$ cat src/rtl/sat_pkg.sv
// Shared types and helpers for the saturating requantiser.
// Latency: n/a (package only).
// Backpressure: n/a (package only).
package sat_pkg;

    // Rounding selections carried alongside each sample; code 3 behaves as truncate.
    typedef enum logic [1:0] {
        RND_TRUNC     = 2'd0,
        RND_HALF_UP   = 2'd1,
        RND_HALF_EVEN = 2'd2,
        RND_TRUNC_ALT = 2'd3
    } rnd_mode_e;

    // Clamp a sign-extended value into the signed range of an out_w-bit result.
    // The caller keeps the low out_w bits.
    function automatic logic signed [63:0] sat_clamp(input logic signed [63:0] value,
                                                     input int out_w);
        logic signed [63:0] hi;
        logic signed [63:0] lo;
        hi = (64'sd1 <<< (out_w - 1)) - 64'sd1;
        lo = -hi - 64'sd1;
        if (value > hi)
            return hi;
        else if (value < lo)
            return lo;
        else
            return value;
    endfunction

    // True when value does not fit in a signed out_w-bit result.
    function automatic logic sat_overflow(input logic signed [63:0] value,
                                          input int out_w);
        logic signed [63:0] hi;
        logic signed [63:0] lo;
        hi = (64'sd1 <<< (out_w - 1)) - 64'sd1;
        lo = -hi - 64'sd1;
        return (value > hi) || (value < lo);
    endfunction

endpackage

$ cat src/rtl/sat_round_stage.sv
// Combinational round-and-arithmetic-shift of one signed sample.
// Latency: 0 cycles (pure logic).
// Backpressure: none; the caller decides when to register the result.
module sat_round_stage
    import sat_pkg::*;
#(
    parameter int IN_W  = 24,
    parameter int SHIFT = 8
) (
    input  logic signed [IN_W-1:0] x,
    input  logic        [1:0]      mode,
    output logic signed [IN_W:0]   y
);

    generate
        if (SHIFT == 0) begin : g_pass
            // No fractional bits are discarded, so every mode is an identity.
            logic [1:0] unused_mode;
            assign unused_mode = mode;
            assign y = {x[IN_W-1], x};
        end else begin : g_round
            localparam logic signed [IN_W:0] HALF = (IN_W+1)'(1) <<< (SHIFT - 1);
            logic signed [IN_W:0] xe;
            logic signed [IN_W:0] add;
            logic signed [IN_W:0] sum;

            // Add the rounding bias one bit wider than the input so the carry never wraps.
            always_comb begin
                xe = {x[IN_W-1], x};
                case (rnd_mode_e'(mode))
                    RND_HALF_UP:   add = HALF;
                    // Ties go to the even kept value: bias is HALF-1 plus the kept LSB.
                    RND_HALF_EVEN: add = x[SHIFT] ? HALF : HALF - (IN_W+1)'(1);
                    default:       add = '0;
                endcase
                sum = xe + add;
                y   = sum >>> SHIFT;
            end
        end
    endgenerate

endmodule

$ cat src/rtl/sat_round_pipe.sv
// Requantiser: round/shift a signed sample, saturate to OUT_W, keep sticky per-channel clamp flags.
// Latency: 2 cycles from accepted input to out_valid; 1 sample/cycle when unstalled.
// Backpressure: single global enable (~out_valid | out_ready) freezes both stages; in_ready mirrors it.
// Optional: define SAT_ROUND_PIPE_STATS_EN to add the 32-bit saturating sat_count output.
module sat_round_pipe
    import sat_pkg::*;
#(
    parameter int IN_W   = 24,
    parameter int OUT_W  = 16,
    parameter int SHIFT  = 8,
    parameter int NUM_CH = 4,
    parameter int CH_W   = 2
) (
    input  logic                    clk,
    input  logic                    rst,
    input  logic                    in_valid,
    output logic                    in_ready,
    input  logic signed [IN_W-1:0]  in_data,
    input  logic        [CH_W-1:0]  in_ch,
    input  logic        [1:0]       rnd_mode,
    output logic                    out_valid,
    input  logic                    out_ready,
    output logic signed [OUT_W-1:0] out_data,
    output logic        [CH_W-1:0]  out_ch,
    output logic                    out_sat,
    output logic        [NUM_CH-1:0] sat_flags,
    input  logic        [NUM_CH-1:0] clr_flags
`ifdef SAT_ROUND_PIPE_STATS_EN
    ,
    output logic        [31:0]      sat_count
`endif
);

    logic                   en;
    logic                   out_xfer;
    logic signed [IN_W:0]   rs_y;
    logic                   s1_valid;
    logic signed [IN_W:0]   s1_y;
    logic        [CH_W-1:0] s1_ch;
    logic signed [63:0]     s1_wide;
    logic [NUM_CH-1:0]      set_vec;

    assign en       = ~out_valid | out_ready;
    assign in_ready = en;
    assign out_xfer = out_valid & out_ready;
    assign s1_wide  = 64'(s1_y);

    sat_round_stage #(
        .IN_W  (IN_W),
        .SHIFT (SHIFT)
    ) u_round (
        .x    (in_data),
        .mode (rnd_mode),
        .y    (rs_y)
    );

    // Stage 1: capture the rounded, shifted sample; an idle input advances as a bubble.
    always_ff @(posedge clk or posedge rst) begin
        if (rst) begin
            s1_valid <= 1'b0;
            s1_y     <= '0;
            s1_ch    <= '0;
        end else if (en) begin
            s1_valid <= in_valid;
            if (in_valid) begin
                s1_y  <= rs_y;
                s1_ch <= in_ch;
            end
        end
    end

    // Stage 2: saturate into the output register; data only changes when a real sample arrives.
    always_ff @(posedge clk or posedge rst) begin
        if (rst) begin
            out_valid <= 1'b0;
            out_data  <= '0;
            out_ch    <= '0;
            out_sat   <= 1'b0;
        end else if (en) begin
            out_valid <= s1_valid;
            if (s1_valid) begin
                out_data <= OUT_W'(sat_clamp(s1_wide, OUT_W));
                out_sat  <= sat_overflow(s1_wide, OUT_W);
                out_ch   <= s1_ch;
            end
        end
    end

    // Decode which flag a clamped output transfer sets; out-of-range tags match no bit.
    always_comb begin
        set_vec = '0;
        for (int i = 0; i < NUM_CH; i++)
            set_vec[i] = out_xfer & out_sat & (out_ch == CH_W'(i));
    end

    // Sticky flags: a set in the same cycle as its clear wins so no event is lost.
    always_ff @(posedge clk or posedge rst) begin
        if (rst)
            sat_flags <= '0;
        else
            sat_flags <= (sat_flags & ~clr_flags) | set_vec;
    end

`ifdef SAT_ROUND_PIPE_STATS_EN
    // Clamp event counter: any clear restarts it (counting a coincident event), and it sticks at all-ones.
    always_ff @(posedge clk or posedge rst) begin
        if (rst)
            sat_count <= '0;
        else if (|clr_flags)
            sat_count <= {31'd0, out_xfer & out_sat};
        else if (out_xfer && out_sat && sat_count != 32'hFFFF_FFFF)
            sat_count <= sat_count + 32'd1;
    end
`endif

endmodule

$ cat config.mk
export PLATFORM = sky130hd
export DESIGN_NAME = sat_round_pipe
export DESIGN_NICKNAME = d
export VERILOG_FILES = /design/src/rtl/sat_pkg.sv /design/src/rtl/sat_round_stage.sv /design/src/rtl/sat_round_pipe.sv
export SDC_FILE = /design/constraint.sdc
export NUM_CORES = 1
export LEC_CHECK = 0
export CAP_MARGIN = 25
export CORE_MARGIN = 10
export CORE_UTILIZATION = 50
export CTS_CLUSTER_DIAMETER = 40
export CTS_CLUSTER_SIZE = 16
export DETAILED_ROUTE_END_ITERATION = 10
export PLACE_DENSITY = 0.81
export SYNTH_ARGS = -nofsm -noshare
export SYNTH_HDL_FRONTEND = slang
export SYNTH_HIERARCHICAL = 1
export SYNTH_SLANG_ARGS = --single-unit
$ cat constraint.sdc
create_clock -name clk -period 2.18 [get_ports clk]
set_clock_uncertainty 0.15 [all_clocks]
set_input_delay 0.218 -clock clk [delete_from_list [all_inputs] [get_ports clk]]
set_output_delay 0.218 -clock clk [all_outputs]
set_load 0.02 [all_outputs]
---- Word-level counts from Yosys, hierarchy flattened ----
Index checks and enable logic that the tools add are counted.
word-level totals
  bits in registers ....................... 44
  input port bits ......................... 36
operators by class
  add/subtract/negate cells ............... 1
  order comparisons ....................... 2
  equal/unequal tests ..................... 5
  mux-type cells .......................... 4
  bitwise gates (word level) .............. 11
  reductions and logical operators ........ 4
operators by type and width
  operator              count
  $pmux 25 s2           1
  $mux 16               2
  $add 24x25->25        1
  $gt 17x16->1 const B  1
  $lt 17x16->1 const B  1
  $mux 8                1
  $and 1x1->1           6
  $eq 2x2->1 const B    3
  $and 4x4->4           1
  $eq 2x1->1 const B    2
  $not 4->4             1
  $or 4x4->4            1
  $reduce_and 2->1      2
  $logic_not 2->1       1
  $logic_or 1x1->1      1
  $not 1->1             1
  $or 1x1->1            1

---- Longest topological paths before layout ----
  word-level depth ........................ 4
  mapped depth ............................ 11
  mapped depth without buffers ............ 10

---- By module ----
Netlist, hierarchy kept.
modules (own cells, without submodules)
  module           times used  cells each  area each (um^2)
  sat_round_pipe   1           164         2,103.3
  sat_round_stage  1           57          416.6

---- Worst setup path after synthesis ----
Ideal clock, no wire load.
  path kind ............................... input -> register
  start point ............................. input port rnd_mode[0]
  end point ............................... register s1_y[17] (netlist name)
  library setup time ...................... 0.125 ns
  arrival time ............................ 2.133 ns
  data required time ...................... 1.905 ns
  slack ................................... -0.227 ns
  stages on the path ...................... 10
  path buffers ............................ 1
  cells stage by stage .................... inv_1 > ha_1 > nor2_1 > ha_1 > nand4_4 > nor4_4 > nand3_2 > and2_1 > buf_4 > mux2_2
between the ends
  cells in the longest elaborated chain, start to end .. 3
RTL lines
  element                                          line                   text
  start: declaration                               sat_round_pipe.sv:20   input logic [1:0] rnd_mode,
  $eq 2x2->1 / $eq 2x1->1 (equally long branches)  sat_round_stage.sv:30  case (rnd_mode_e'(mode))
  $pmux 25 s2 *                                    sat_round_stage.sv:30
  $add 24x25->25 *                                 sat_round_stage.sv:36  sum = xe + add;
  net rs_y[16]                                     sat_round_pipe.sv:36   logic signed [IN_W:0] rs_y;
Mark *: on every way through the listed nets, which the timed path passes. The rest lies on a longest branch.
A chain may end at the register's enable or synchronous reset.

---- Final worst setup path ----
  start point ............................. input port in_data[8]
  end point ............................... register s1_y[10]
between the ends
  cells in the longest elaborated chain, start to end .. 3
RTL lines
  element                 line                   text
  start: declaration      sat_round_pipe.sv:18   input logic signed [IN_W-1:0] in_data,
  $mux 8                  sat_round_stage.sv:33  RND_HALF_EVEN: add = x[SHIFT] ? HALF : HALF - (IN_W+1)'(1);
  $pmux 25 s2             sat_round_stage.sv:30
  $add 24x25->25 *        sat_round_stage.sv:36
  net rs_y[10]            sat_round_pipe.sv:36
  end signal: assignment  sat_round_pipe.sv:66   s1_y <= rs_y;
  end: declaration        sat_round_pipe.sv:38   logic signed [IN_W:0] s1_y;
Marks and branches as above.

==> impl_metrics.csv <==
group,metric,value,unit
cts,cts-root-buf,"clkbuf_8",
logic_synthesis,ys_warn_count,6,
timing,slew_violations,0,
setup_path,reg2reg_from,"s1_y[18]$_DFFE_PP0P_",
placed_design,globalplace.congestion,0.776,
route,dr.pass1.iters,4,
logic_synthesis,synth-seq-cells,52,
timing,setup_viol,0,
timing,final_hold_viol_count,0,
layout,fin_cells,364,
route,routed_wl,5690,microns
cts,htreeDepth,2,
timing,tightest_slew,0.295,ns
setup_path,ff2ff_setup_slack,0.56,ns
setup_path,path_max_fanout,4,
layout,nets,336,
setup_path,r2r_cells,5,
global_route,grt.overflow.total,0,
logic_synthesis,synth.yosys.seq_area_share,51.6,%
power_and_ir_drop,irDropWorstVdd,0.000489,V
cts,clkLatencyLatePin,0.30,ns
cts,path_clk_slew,0.09,ns
route,vias,1868,
logic_synthesis,netlist_area,2520,sq um
floorplanning,core,4820,sq um
layout,diodes,0,
logic_synthesis,synth_nets,260,
global_route,antenna_found_initial,0,
setup_path,worst_setup_path_start_kind,"input pin",
setup_path,worstPathArrival,2.08,ns
cts,cts_hold_buffers,0,
layout,drive_above_1_share,27.6,%
setup_path,crit_required,2.22,ns
run_status,status,"completed",
setup_path,critical_path_class,"input pin to flop",
power_and_ir_drop,p_leak,1.42,nW
setup_path,reg2reg_to,"out_data[9]$_DFFE_PP0P_",
timing,finalCritPeriodShare,93.7,%
timing,rsz0062_at_grt,"no",
cts,max-clock-path-buffers,2,
route,detail-route-antenna-nets,0,
route,wl_per_cell,15.6,microns
floorplanning,ios,61,
floorplanning,start_util,52.3,%
cts,clock_sinks,52,
power_and_ir_drop,total_power,0.00289,W
setup_path,end_kind,"flop",
placed_design,dpl.hpwl,4290,microns
flow_run,max-cap-violations,0,
timing,fmax,490,MHz
global_route,grt_util_all_layers,13.9,%
timing,period_needed,2.04,ns
floorplanning,die_height,91.0,microns
placed_design,dp_cells,354,
worst_hold_path,hold_path.class,"input pin to asynchronous set/reset pin",
route,avgViaCountPerCell,5.13,
global_route,grt_pass1_vias,2018,
route,dr.first_iter.drc_count,57,
floorplanning,dieArea,8280,sq um
global_route,grt_pass1_wl,9570,microns
cts,cts_buffers,5,
global_route,grt_start_max_net_pins,53,
layout,num-fill-cells,384,
timing,max_slew_margin,80.1,%
layout,area_growth,34.7,%
placed_design,portBuffers,60,
route,remaining_drc_errors,0,
logic_synthesis,synth_cells,221,
floorplanning,fp-row-count,25,
floorplanning,die_w,91.0,microns
power_and_ir_drop,powerDensity,851,nW/um^2
cts,cts_tree,"built",
logic_synthesis,synth_cell_types,35,
logic_synthesis,syn-mean-instance-area,11.4,sq um
flip-flops by register name, indices dropped and copies added (netlist names):
name,flops
s1_y,25
out_sat,1
sat_flags,4
s1_ch,2
out_data,16
s1_valid,1
out_valid,1
out_ch,2
through the flow:
stage	hold WS [ns]	area (sq um)	util, %	setup TNS [ns]	worst slack, ns
3_5_place_dp	0.309	3280	68.2	-8.29	-0.450
6_report	0.120	3390	70.5	0	0.138
2_1_floorplan	0.160	2520	-	0	0.0220
4_1_cts	0.132	3390	70.5	0	0.0381
5_1_grt	0.137	3390	70.5	0	0.0549
3_3_place_gp	0.302	3280	68.2	-6.91	-0.376
routing by layer:
metal	global-route usage (%)	up-vias	routed length, microns
met2	24.9	63	3030
met4	4.83	0	73
li1	-	902	-
met3	4.69	10	371
met1	15.0	893	2220
met5	0	-	0
cells by family after synthesis:
logic type / after synthesis / synth area share [%]
buf+inv: 26 / 6.45
compound gates: 27 / 7.94
flops: 52 / 51.6
mux: 29 / 13.0
fa+ha+maj: 3 / 1.49
simple gates: 69 / 14.3
xor+xnor: 15 / 5.21
power by group:
group          total, W  internal, W  switching [W]
Combinational   0.00103     0.000531       0.000502
Clock          0.000521     0.000218       0.000303
Sequential      0.00133      0.00119       0.000143
critical path, cell delays in order:
cell             delay [ns]
clkdlybuf4s50_1        0.47
a21oi_1                0.08
nor2_2                 0.12
ha_2                   0.21
nand4_4                0.12
nor2_1                 0.29
nand4_1                0.18
xnor2_1                0.15
mux2_2                 0.25
cell type report:
type                            instances  area [sq um]  area share (%)
Clock buffer                            5          68.8            2.03
Sequential cell                        52          1300            38.3
Tap cell                               67          83.8            2.47
Multi-Input combinational cell        144          1080            31.8
Clock inverter                          2          12.5           0.369
Timing Repair Buffer                   83           808            23.8
Inverter                               11          41.3            1.22
cell usage after synthesis:
cell type | instances | area share [%]
xnor2_1 | 9 | 3.1
a31oi_1 | 1 | 0.25
a311oi_1 | 1 | 0.35
buf_2 | 1 | 0.20
a21oi_2 | 9 | 3.1
o22ai_1 | 2 | 0.50
nand2_2 | 1 | 0.25
xor2_1 | 6 | 2.1
buf_8 | 1 | 0.60
o32ai_1 | 2 | 0.70
dfrtp_1 | 52 | 52
o31ai_4 | 1 | 0.84
nor2b_1 | 1 | 0.25
nand4_1 | 4 | 0.99
ha_1 | 3 | 1.5
o21ai_0 | 2 | 0.40
mux2_2 | 29 | 13
nand3_1 | 4 | 0.79
nand2_1 | 24 | 3.6
nand4_2 | 1 | 0.50
nor3_1 | 3 | 0.60
clkbuf_1 | 1 | 0.15
a21oi_1 | 9 | 1.8
buf_4 | 10 | 3.0
and3_1 | 1 | 0.25
nor4_1 | 3 | 0.74
nor4_4 | 1 | 0.84
buf_6 | 2 | 0.89
nand3_2 | 1 | 0.40
and2_4 | 1 | 0.35
inv_1 | 11 | 1.6
nor2_1 | 21 | 3.1
and2_1 | 1 | 0.25
nand4_4 | 1 | 0.84
nand2b_4 | 1 | 0.55
worst max path at each step:
stage | slack, ns | start | to
after global placement | -0.38 | rnd_mode[0] | s1_y[24]$_DFFE_PP0P_
final | 0.14 | in_data[8] | s1_y[10]$_DFFE_PP0P_
after CTS | 0.04 | in_data[8] | s1_y[18]$_DFFE_PP0P_
after global routing | 0.05 | in_data[8] | s1_y[12]$_DFFE_PP0P_
after floorplan | 0.02 | rnd_mode[0] | s1_y[17]$_DFFE_PP0P_
after detailed placement | -0.45 | rnd_mode[0] | s1_y[18]$_DFFE_PP0P_
placed cells by master (no fill, tap or decap), types with 2 or more instances in the layout:
cell and n:
o22ai_1 2, clkdlybuf4s50_1 58, buf_4 20, nor3_1 3, and2_4 3, nand4_1 4
dfrtp_1 52, mux2_2 28, o21ai_0 2, buf_12 3, ha_2 2, nor4_1 3
nand2_1 24, xor2_1 6, dlygate4sd2_1 2, clkbuf_8 5, xnor2_1 9, a21oi_1 9
o32ai_1 2, a21oi_2 9, nor2_1 20, inv_1 10, nand3_1 4
what timing repair did:
item / 4_1_cts / 5_1_grt
pin swaps: 6 / 1
gates cloned: 1 / 0
setup buffers: 2 / 0
resized for setup: 6 / 0
setup endpoints to repair: 18 / 2
No activity file was read; power rests on OpenSTA's default activity.
